$ cat config.mk
export PLATFORM = sky130hd
export DESIGN_NAME = ulpi_reg_arbiter
export DESIGN_NICKNAME = d
export VERILOG_FILES = /design/src/rtl/ulpi_reg_arbiter.sv
export SDC_FILE = /design/constraint.sdc
export NUM_CORES = 1
export LEC_CHECK = 0
export CAP_MARGIN = 20
export CORE_ASPECT_RATIO = 0.6
export CORE_MARGIN = 1
export CORE_UTILIZATION = 48
export DETAILED_ROUTE_END_ITERATION = 8
export PLACE_DENSITY = 0.78
export SLEW_MARGIN = 5
export SYNTH_ARGS = -nofsm -noshare
export SYNTH_HDL_FRONTEND = slang
export SYNTH_SLANG_ARGS = --single-unit
export TNS_END_PERCENT = 10
$ cat constraint.sdc
create_clock -name clock -period 2.6 [get_ports clock]
set_input_delay 0.65 -clock clock [delete_from_list [all_inputs] [get_ports clock]]
set_output_delay 0.65 -clock clock [all_outputs]
set_load 0.02 [all_outputs]
$ cat src/rtl/ulpi_reg_arbiter.sv
// ULPI register access engine (write, read, STOP-only) shared by two requesters.
// Port 0 has fixed priority. The engine yields the bus to PHY dir and to the TX packet path.
module ulpi_reg_arbiter #(
   parameter int NXT_TIMEOUT = 255
) (
   input  logic       clock,
   input  logic       reset,
   input  logic       ulpi_dir,
   input  logic       ulpi_nxt,
   input  logic [7:0] ulpi_data_i,
   output logic [7:0] ulpi_data_o,
   output logic       ulpi_data_oe,
   output logic       ulpi_stp_o,
   input  logic       tx_busy_i,
   input  logic       p0_req_i,
   input  logic       p0_read_i,
   input  logic       p0_stop_i,
   input  logic [7:0] p0_addr_i,
   input  logic [7:0] p0_data_i,
   output logic       p0_busy_o,
   output logic       p0_done_o,
   output logic       p0_err_o,
   input  logic       p1_req_i,
   input  logic       p1_read_i,
   input  logic [7:0] p1_addr_i,
   input  logic [7:0] p1_data_i,
   output logic       p1_busy_o,
   output logic       p1_done_o,
   output logic       p1_err_o,
   output logic [7:0] p1_rdata_o
);

   typedef enum logic [3:0] {
      S_IDLE, S_CMD, S_WDATA, S_STP, S_RTURN, S_RDATA, S_RWAIT, S_ABORT, S_GAP, S_DONE
   } state_t;

   localparam logic [7:0] TMO_LAST = 8'(NXT_TIMEOUT - 1);

   function automatic logic [7:0] txcmd(input logic rd, input logic [5:0] a);
      return {1'b1, rd, a};
   endfunction

   state_t     state_q, state_d;
   logic [7:0] cnt_q, cnt_d;
   logic       owner_q, owner_d;
   logic       read_q, read_d;
   logic [5:0] addr_q, addr_d;
   logic [7:0] wdata_q, wdata_d;
   logic       err_q, err_d;
   logic [7:0] rdata_q, rdata_d;
   logic [7:0] data_q, data_d;
   logic       oe_q, oe_d, stp_q, stp_d;
   logic       busy0_q, busy0_d, busy1_q, busy1_d;
   logic       done0_q, done0_d, done1_q, done1_d;
   logic       err0_q, err0_d, err1_q, err1_d;
   logic       timed_out;
   logic       addr_hi_unused;

   // Address bits [7:6] carry no meaning for ULPI register access.
   assign addr_hi_unused = ^{p0_addr_i[7:6], p1_addr_i[7:6]};

   // State and output registers with synchronous reset.
   always_ff @(posedge clock) begin
      if (reset) begin
         state_q <= S_IDLE;
         cnt_q   <= 8'h00;
         owner_q <= 1'b0;
         read_q  <= 1'b0;
         addr_q  <= 6'h00;
         wdata_q <= 8'h00;
         err_q   <= 1'b0;
         rdata_q <= 8'h00;
         data_q  <= 8'h00;
         oe_q    <= 1'b0;
         stp_q   <= 1'b0;
         busy0_q <= 1'b0;
         busy1_q <= 1'b0;
         done0_q <= 1'b0;
         done1_q <= 1'b0;
         err0_q  <= 1'b0;
         err1_q  <= 1'b0;
      end else begin
         state_q <= state_d;
         cnt_q   <= cnt_d;
         owner_q <= owner_d;
         read_q  <= read_d;
         addr_q  <= addr_d;
         wdata_q <= wdata_d;
         err_q   <= err_d;
         rdata_q <= rdata_d;
         data_q  <= data_d;
         oe_q    <= oe_d;
         stp_q   <= stp_d;
         busy0_q <= busy0_d;
         busy1_q <= busy1_d;
         done0_q <= done0_d;
         done1_q <= done1_d;
         err0_q  <= err0_d;
         err1_q  <= err1_d;
      end
   end

   // Next-state, request latching and next output values.
   always_comb begin
      state_d   = state_q;
      owner_d   = owner_q;
      read_d    = read_q;
      addr_d    = addr_q;
      wdata_d   = wdata_q;
      err_d     = err_q;
      rdata_d   = rdata_q;
      timed_out = (cnt_q == TMO_LAST);

      case (state_q)
         S_IDLE: begin
            if (!ulpi_dir && !tx_busy_i && p0_req_i) begin
               owner_d = 1'b0;
               read_d  = p0_read_i & ~p0_stop_i;
               addr_d  = p0_addr_i[5:0];
               wdata_d = p0_data_i;
               err_d   = 1'b0;
               state_d = p0_stop_i ? S_STP : S_CMD;
            end else if (!ulpi_dir && !tx_busy_i && p1_req_i) begin
               owner_d = 1'b1;
               read_d  = p1_read_i;
               addr_d  = p1_addr_i[5:0];
               wdata_d = p1_data_i;
               err_d   = 1'b0;
               state_d = S_CMD;
            end else begin
               state_d = S_IDLE;
            end
         end
         // dir wins over nxt: with dir high the PHY is reporting RX, not accepting our byte.
         S_CMD: begin
            if (ulpi_dir) begin
               state_d = S_ABORT;
            end else if (ulpi_nxt) begin
               state_d = read_q ? S_RTURN : S_WDATA;
            end else if (timed_out) begin
               state_d = S_DONE;
               err_d   = 1'b1;
            end else begin
               state_d = S_CMD;
            end
         end
         S_WDATA: begin
            if (ulpi_dir) begin
               state_d = S_ABORT;
            end else if (ulpi_nxt) begin
               state_d = S_STP;
            end else if (timed_out) begin
               state_d = S_DONE;
               err_d   = 1'b1;
            end else begin
               state_d = S_WDATA;
            end
         end
         S_STP: state_d = S_DONE;
         S_RTURN: begin
            if (ulpi_dir) begin
               state_d = S_RDATA;
            end else if (timed_out) begin
               state_d = S_DONE;
               err_d   = 1'b1;
            end else begin
               state_d = S_RTURN;
            end
         end
         S_RDATA: begin
            if (owner_q) begin
               rdata_d = ulpi_data_i;
            end else begin
               rdata_d = rdata_q;
            end
            state_d = S_RWAIT;
         end
         S_RWAIT: state_d = ulpi_dir ? S_RWAIT : S_DONE;
         S_ABORT: state_d = ulpi_dir ? S_ABORT : S_GAP;
         S_GAP:   state_d = S_CMD;
         S_DONE:  state_d = S_IDLE;
         default: state_d = S_IDLE;
      endcase

      cnt_d = (state_d == state_q) ? cnt_q + 8'd1 : 8'd0;

      data_d = 8'h00;
      oe_d   = 1'b0;
      stp_d  = 1'b0;
      case (state_d)
         S_CMD: begin
            data_d = txcmd(read_d, addr_d);
            oe_d   = 1'b1;
         end
         S_WDATA: begin
            data_d = wdata_d;
            oe_d   = 1'b1;
         end
         S_STP: begin
            oe_d  = 1'b1;
            stp_d = 1'b1;
         end
         default: begin
            data_d = 8'h00;
            oe_d   = 1'b0;
         end
      endcase

      busy0_d = (state_d != S_IDLE) && !owner_d;
      busy1_d = (state_d != S_IDLE) && owner_d;
      done0_d = (state_d == S_DONE) && !owner_d;
      done1_d = (state_d == S_DONE) && owner_d;
      err0_d  = done0_d && err_d;
      err1_d  = done1_d && err_d;
   end

   assign ulpi_data_o  = data_q;
   assign ulpi_data_oe = oe_q;
   assign ulpi_stp_o   = stp_q;
   assign p0_busy_o    = busy0_q;
   assign p1_busy_o    = busy1_q;
   assign p0_done_o    = done0_q;
   assign p1_done_o    = done1_q;
   assign p0_err_o     = err0_q;
   assign p1_err_o     = err1_q;
   assign p1_rdata_o   = rdata_q;

endmodule
==> impl_metrics.toml, run 1 <==
[timing]
skew_ns = 0.00575
finalHoldViolCount = 0
clock.fmax_ghz = 0.404
rsz0062_at_grt = "no"
min_period_ns = 2.48
maxSlewViolCount = 0
setup_viol = 0
slew_headroom_pct = 63.0
min_period_over_period_pct = 95.2
worst_slew_pin_slew_ns = 0.554

[yosys]
synth_nets = 373
yosysSeqAreaShare_pct = 38.3
yosysTopAreaCellShare_pct = 38.3
synth_cell_types = 53
synth_area_leader_cell = "dfxtp_1"
synth.avg_cell_area_um2 = 8.63
ys_ff_latch = 53
syn_inst = 321
ys_async_sr_fraction_pct = 0
netlist_area_um2 = 2770
ys.warnings.count = 0
netlist_top_cells_area = "dfxtp_1 (38%), nor2_1 (10%), a2111oi_4 (4.0%), a41oi_1 (3.5%), a2111oi_2 (3.3%)"
synth-edff-count = 0
ys.flop_type = "dfxtp_1"

[worst_setup_path]
ff2ff_setup_slack_ns = 0.39
critPathBufInv = 2
arrival_ns = 2.72
critPathKind = "in2reg"
worstReg2RegEnd = "ulpi_data_o[7]$_SDFF_PP0_"
cp_slowest_cell = "or4_4"
cp.depth = 8
crit_end = "ulpi_data_o[7]$_SDFF_PP0_"
worstRegToRegCells = 8
cp.required_ns = 2.84
cpPeakStageDelay_ns = 0.50
worstPathMaxFanout = 14
worstSetupEndpointType = "flop"
rr_startpoint = "state_q[0]$_SDFF_PP0_"
cp-startpoint = "ulpi_nxt"
path_cells = "clkdlybuf4s50_1 -> nor2b_1 -> a32o_1 -> or4_4 -> a21oi_4 -> buf_12 -> nand3_1 -> a21oi_1"
crit_family = "simple AND/OR/NAND/NOR gates"
start_kind = "input port"

[floorplan]
start_util_pct = 49.7
fp.coreArea_um2 = 5570
num_rows = 21
fp.dieW_um = 100
ios = 74
die-area_um2 = 6090
die_y_um = 60.8

[route]
drt_drc_violations_left = 0
first_pass_iters = 4
ant_nets = 0
drt_wl_total_um = 7220
routedWlPerCell_um = 14.9
viasPerCell = 5.42
vias = 2628
drtIter0Drc = 129

[cells_and_area]
final_cell_area_um2 = 3830
n_antenna_cell = 0
syn_to_final_growth_pct = 38.3
drive_gt1_share_pct = 15.1
fillCellCount = 471
nets = 456

[placed_design]
placed_area_um2 = 3720
portBuffers = 69
gp_congestion = 0.916
dpl.hpwl_um = 5300

[flow_run]
max_cap_violations = 0

[global_route]
grt_pass1_vias = 2325
grt_overflow = 0
grt_use_total_pct = 24.0
grt_max_degree = 35
grt_pass1_wl_um = 11300
antenna_found_initial = 0

[cts]
root_buffer = "clkbuf_8"
cts_tree = "built"
clock_sinks = 53
htreeDepth = 2
post_cts_buffers = 0
worstSkewPairLatency_ns = 0.31
clk_path_buf_depth = 2
path_clk_slew_ns = 0.10
cts_buffers = 5

[power]
p_per_area_nw_per_um2 = 805
p_leak_uw = 0.00148
peakVddDrop_mv = 0.519
power_uw = 3080

[run_status]
status = "completed"

[min_path]
worstHoldPathType = "reg2reg"
==> flip-flops by register name, summed over array words and instances (netlist names), 4 cells and up <==
name         count
cnt_q            8
p1_rdata_o       8
ulpi_data_o      8
wdata_q          8
addr_q           6
state_q          4
==> cell usage in the layout, fill, tap and decap left out, types with 3 or more instances in the layout <==
master	instances
nand3_1	15
buf_4	28
o22ai_1	3
nor3b_1	3
clkdlybuf4s50_1	68
nor2_1	76
xnor2_1	3
a2111oi_4	4
mux2i_1	8
buf_12	5
xor2_1	4
a41oi_1	11
nand2_1	8
nor3_1	5
nand3b_1	8
o21ai_0	8
a2111oi_2	6
nor4_1	5
a21oi_1	11
dfxtp_1	53
nor2b_1	7
inv_1	16
nand2b_1	3
clkbuf_8	5
a211oi_1	3
==> cells in the mapped netlist, drive strengths merged (8+ instances only) <==
| cell | instances |
|---|---|
| nor2 | 76 |
| dfxtp | 53 |
| inv | 17 |
| buf | 15 |
| nand3 | 15 |
| a21oi | 12 |
| a2111oi | 11 |
| a41oi | 11 |
| clkbuf | 11 |
| mux2i | 8 |
| nand2 | 8 |
| nand3b | 8 |
| o21ai | 8 |
==> metrics by stage <==
| stage | std cells | hold WS, ns | TNS (ns) | util [%] | setup WS [ns] |
|---|---|---|---|---|---|
| final | 485 | 0.488 | 0 | 68.8 | 0.124 |
| after global routing | 485 | 0.519 | 0 | 68.8 | 0.0483 |
| after CTS | 485 | 0.492 | 0 | 68.5 | 0.142 |
| after detailed placement | 477 | 0.469 | -6.24 | 66.7 | -0.348 |
| after global placement | 477 | 0.455 | -5.22 | 66.7 | -0.283 |
| after floorplan | 321 | 0.441 | 0 | - | 0.419 |
==> layer usage <==
metal | GRT usage (%) | share of wire [%]
met5 | 0 | 0
met4 | 4.97 | 0.85
met3 | 4.72 | 7.8
met2 | 37.4 | 44
met1 | 34.9 | 48
==> layout make-up <==
cell class	instances	area, um^2	share of cell area, %
clock buffers	5	68.8	1.80
clock inverters	3	26.3	0.686
inverters	17	66.3	1.73
multi-input cells	225	1510	39.4
flip-flops and latches	53	1060	27.7
well taps	80	100	2.61
repair buffers	102	1000	26.1
==> kinds of logic after synthesis <==
logic type	after synthesis	synth area share, %
XOR/XNOR	7	2.21
AO/OA/AOI/OAI	62	20.9
adder cells (fa/ha/maj)	2	0.903
multiplexers	9	3.30
flip-flops	53	38.3
AND/OR/NAND/NOR	145	26.4
buffers and inverters	43	7.99
==> where the power goes <==
part	total (uW)	internal, uW	switching (uW)
logic	1560	745	812
clock network	495	196	298
registers	1030	934	98.6
total	3080	1870	1210
==> timing repair <==
item,in CTS,in global routing
pin swaps,1,0
hold buffers,0,0
gates resized for setup,3,2
cloned,0,0
setup endpoints to repair,8,10
==> how the worst min path moves through the flow <==
stage,startpoint,end,slack [ns],cells after the start
final,cnt_q[0]$_SDFF_PP0_,cnt_q[0]$_SDFF_PP0_,0.49,1
after global routing,cnt_q[0]$_SDFF_PP0_,cnt_q[0]$_SDFF_PP0_,0.52,1
after CTS,cnt_q[0]$_SDFF_PP0_,cnt_q[0]$_SDFF_PP0_,0.49,1
after detailed placement,cnt_q[0]$_SDFF_PP0_,cnt_q[0]$_SDFF_PP0_,0.47,1
after global placement,cnt_q[0]$_SDFF_PP0_,cnt_q[0]$_SDFF_PP0_,0.45,1
after floorplan,cnt_q[0]$_SDFF_PP0_,cnt_q[0]$_SDFF_PP0_,0.44,1
No activity file was read; power rests on OpenSTA's default activity.
==> inputs of run 2 (changes only) <==
GPL_TIMING_DRIVEN = 0   (was unset)
==> impl_metrics.toml, run 2 (synthesis gave the netlist of run 1 again) <==
[timing]
worst_slew_pin_slew_ns = 0.796
clock.fmax_ghz = 0.396
slew_headroom_pct = 46.9
setup_viol = 0
maxSlewViolCount = 0
rsz0062_at_grt = "yes"
hold_ws_ns = 0.500
finalWorstSetupSlack_ns = 0.0747
min_period_ns = 2.53
tns_ns = 0
min_period_over_period_pct = 97.1
finalHoldViolCount = 0
skew_ns = 0.00970

[route]
drt_drc_violations_left = 0
first_pass_iters = 4
viasPerCell = 5.62
drtIter0Drc = 153
routedWlPerCell_um = 16.0
vias = 2675
ant_nets = 0
drt_wl_total_um = 7620

[cells_and_area]
n_antenna_cell = 0
fin_cells = 476
mostFrequentLayoutCell = "nor2_1"
final_cell_mix = "nor2_1 (76), clkdlybuf4s50_1 (65), dfxtp_1 (53), inv_1 (16), nand3_1 (15)"
nets = 447
syn_to_final_growth_pct = 31.7
drive_gt1_share_pct = 10.4

[cts]
root_buffer = "clkbuf_8"
holdBufCountCts = 0
clk_path_buf_depth = 2
post_cts_buffers = 0
cts_buffers = 5
worstSkewPairLatency_ns = 0.33
htreeDepth = 2
clock_sinks = 53
path_clk_slew_ns = 0.10
cts_tree = "built"

[worst_setup_path]
ff2ff_setup_slack_ns = 0.30
worstSetupEndpointType = "flop"
worstReg2RegEnd = "ulpi_data_o[2]$_SDFF_PP0_"
rr_startpoint = "state_q[2]$_SDFF_PP0_"
cp.required_ns = 2.86
cp_slowest_cell = "clkdlybuf4s50_1"
worstRegToRegCells = 8
arrival_ns = 2.78
worstPathMaxFanout = 10
path_cells = "clkdlybuf4s50_1 -> nor4_4 -> nand2_1 -> clkbuf_1 -> nor2_1 -> a2111oi_2 -> nand3_1 -> a21oi_2"
start_kind = "input port"
cpPeakStageDelay_ns = 0.51
critPathKind = "in2reg"

[min_path]
worstHoldPathType = "reg2reg"
worstHoldEndpoint = "p1_rdata_o[4]$_SDFFE_PP0P_"
whs_path_depth = 2
min_from = "p1_rdata_o[4]$_SDFFE_PP0P_"

[power]
peakVddDrop_mv = 0.432
p_leak_uw = 0.00136
p_per_area_nw_per_um2 = 802

[floorplan]
start_util_pct = 49.7
die_y_um = 60.8
ios = 74
die-area_um2 = 6090
fp.coreArea_um2 = 5570
fp.dieW_um = 100
num_rows = 21

[placed_design]
gp_congestion = 0.913
portBuffers = 67
place_ws_ns = -0.383
dpl.hpwl_um = 5510
dp_cells = 468

[global_route]
grt_use_total_pct = 25.8
grt_pass1_wl_um = 11800
grt_max_degree = 19
grt_overflow = 0
antenna_found_initial = 0
grt_pass1_vias = 2426

[flow_run]
max_cap_violations = 0

[run_status]
status = "completed"
==> run 2: cell types whose count changed in the layout (fill, tap and decap cells not counted), moves of 2 or more <==
| cell | previous run | this run |
|---|---|---|
| buf_2 | 0 | 4 |
| clkdlybuf4s50_1 | 68 | 65 |
| buf_6 | 0 | 5 |
| buf_12 | 5 | 0 |
| clkbuf_1 | 0 | 11 |
| buf_4 | 28 | 4 |
| buf_1 | 0 | 2 |
==> run 2: what timing repair did <==
item | in CTS | in global routing
endpoints found under the setup margin | 5 | 3
pin swaps | 1 | 0
resized for setup | 3 | 1
==> run 2: stage by stage <==
step | util (%) | power (uW) | instance area [um^2]
6_report | 65.5 | 2930 | 3650
5_1_grt | 65.5 | 3080 | 3650
4_1_cts | 65.4 | 2900 | 3640
3_5_place_dp | 63.6 | 2410 | 3540
3_3_place_gp | 63.6 | 2370 | 3540
2_1_floorplan | - | 1980 | 2770
==> run 2: where the power goes <==
part,total (uW),switching [uW],internal (uW)
combinational,1440,857,588
sequential,985,51.8,933
clock,496,299,196
==> run 2: worst max-delay path by stage <==
stage	slack (ns)	cells past startpoint	to	startpoint
floorplan	0.42	7	p1_busy_o$_SDFF_PP0_	p1_req_i
global placement	-0.36	9	ulpi_data_o[2]$_SDFF_PP0_	ulpi_dir
detailed placement	-0.38	9	ulpi_data_o[2]$_SDFF_PP0_	ulpi_dir
CTS	0.09	8	p1_busy_o$_SDFF_PP0_	ulpi_nxt
global route	-0.01	8	ulpi_data_o[2]$_SDFF_PP0_	tx_busy_i
finish	0.07	8	ulpi_data_o[2]$_SDFF_PP0_	tx_busy_i
==> run 2: metal layers <==
metal  share of wire [%]  wire length [um]  up-vias  global-route usage, %
li1                    -                 -     1286                      -
met3                 7.5               575       10                   5.41
met2                  43              3260      111                   40.4
met5                   0                 0        -                      0
met4                 1.3                96        0                   8.70
met1                  48              3690     1268                   35.8
==> run 2: cell type report <==
class | count | area, um^2
fill | 492 | 1920
multi-input combinational | 225 | 1500
sequential | 53 | 1060
timing repair buffer | 67 | 672
buffer | 26 | 155
tap | 80 | 100
clock buffer | 5 | 68.8
inverter | 17 | 66.3
clock inverter | 3 | 26.3
==> run 2: worst max-delay path: cells and delay by family <==
family                 cells  cell delay, ns
buffers and inverters      2            0.97
AND/OR/NAND/NOR            4            0.49
AO/OA/AOI/OAI              2            0.66
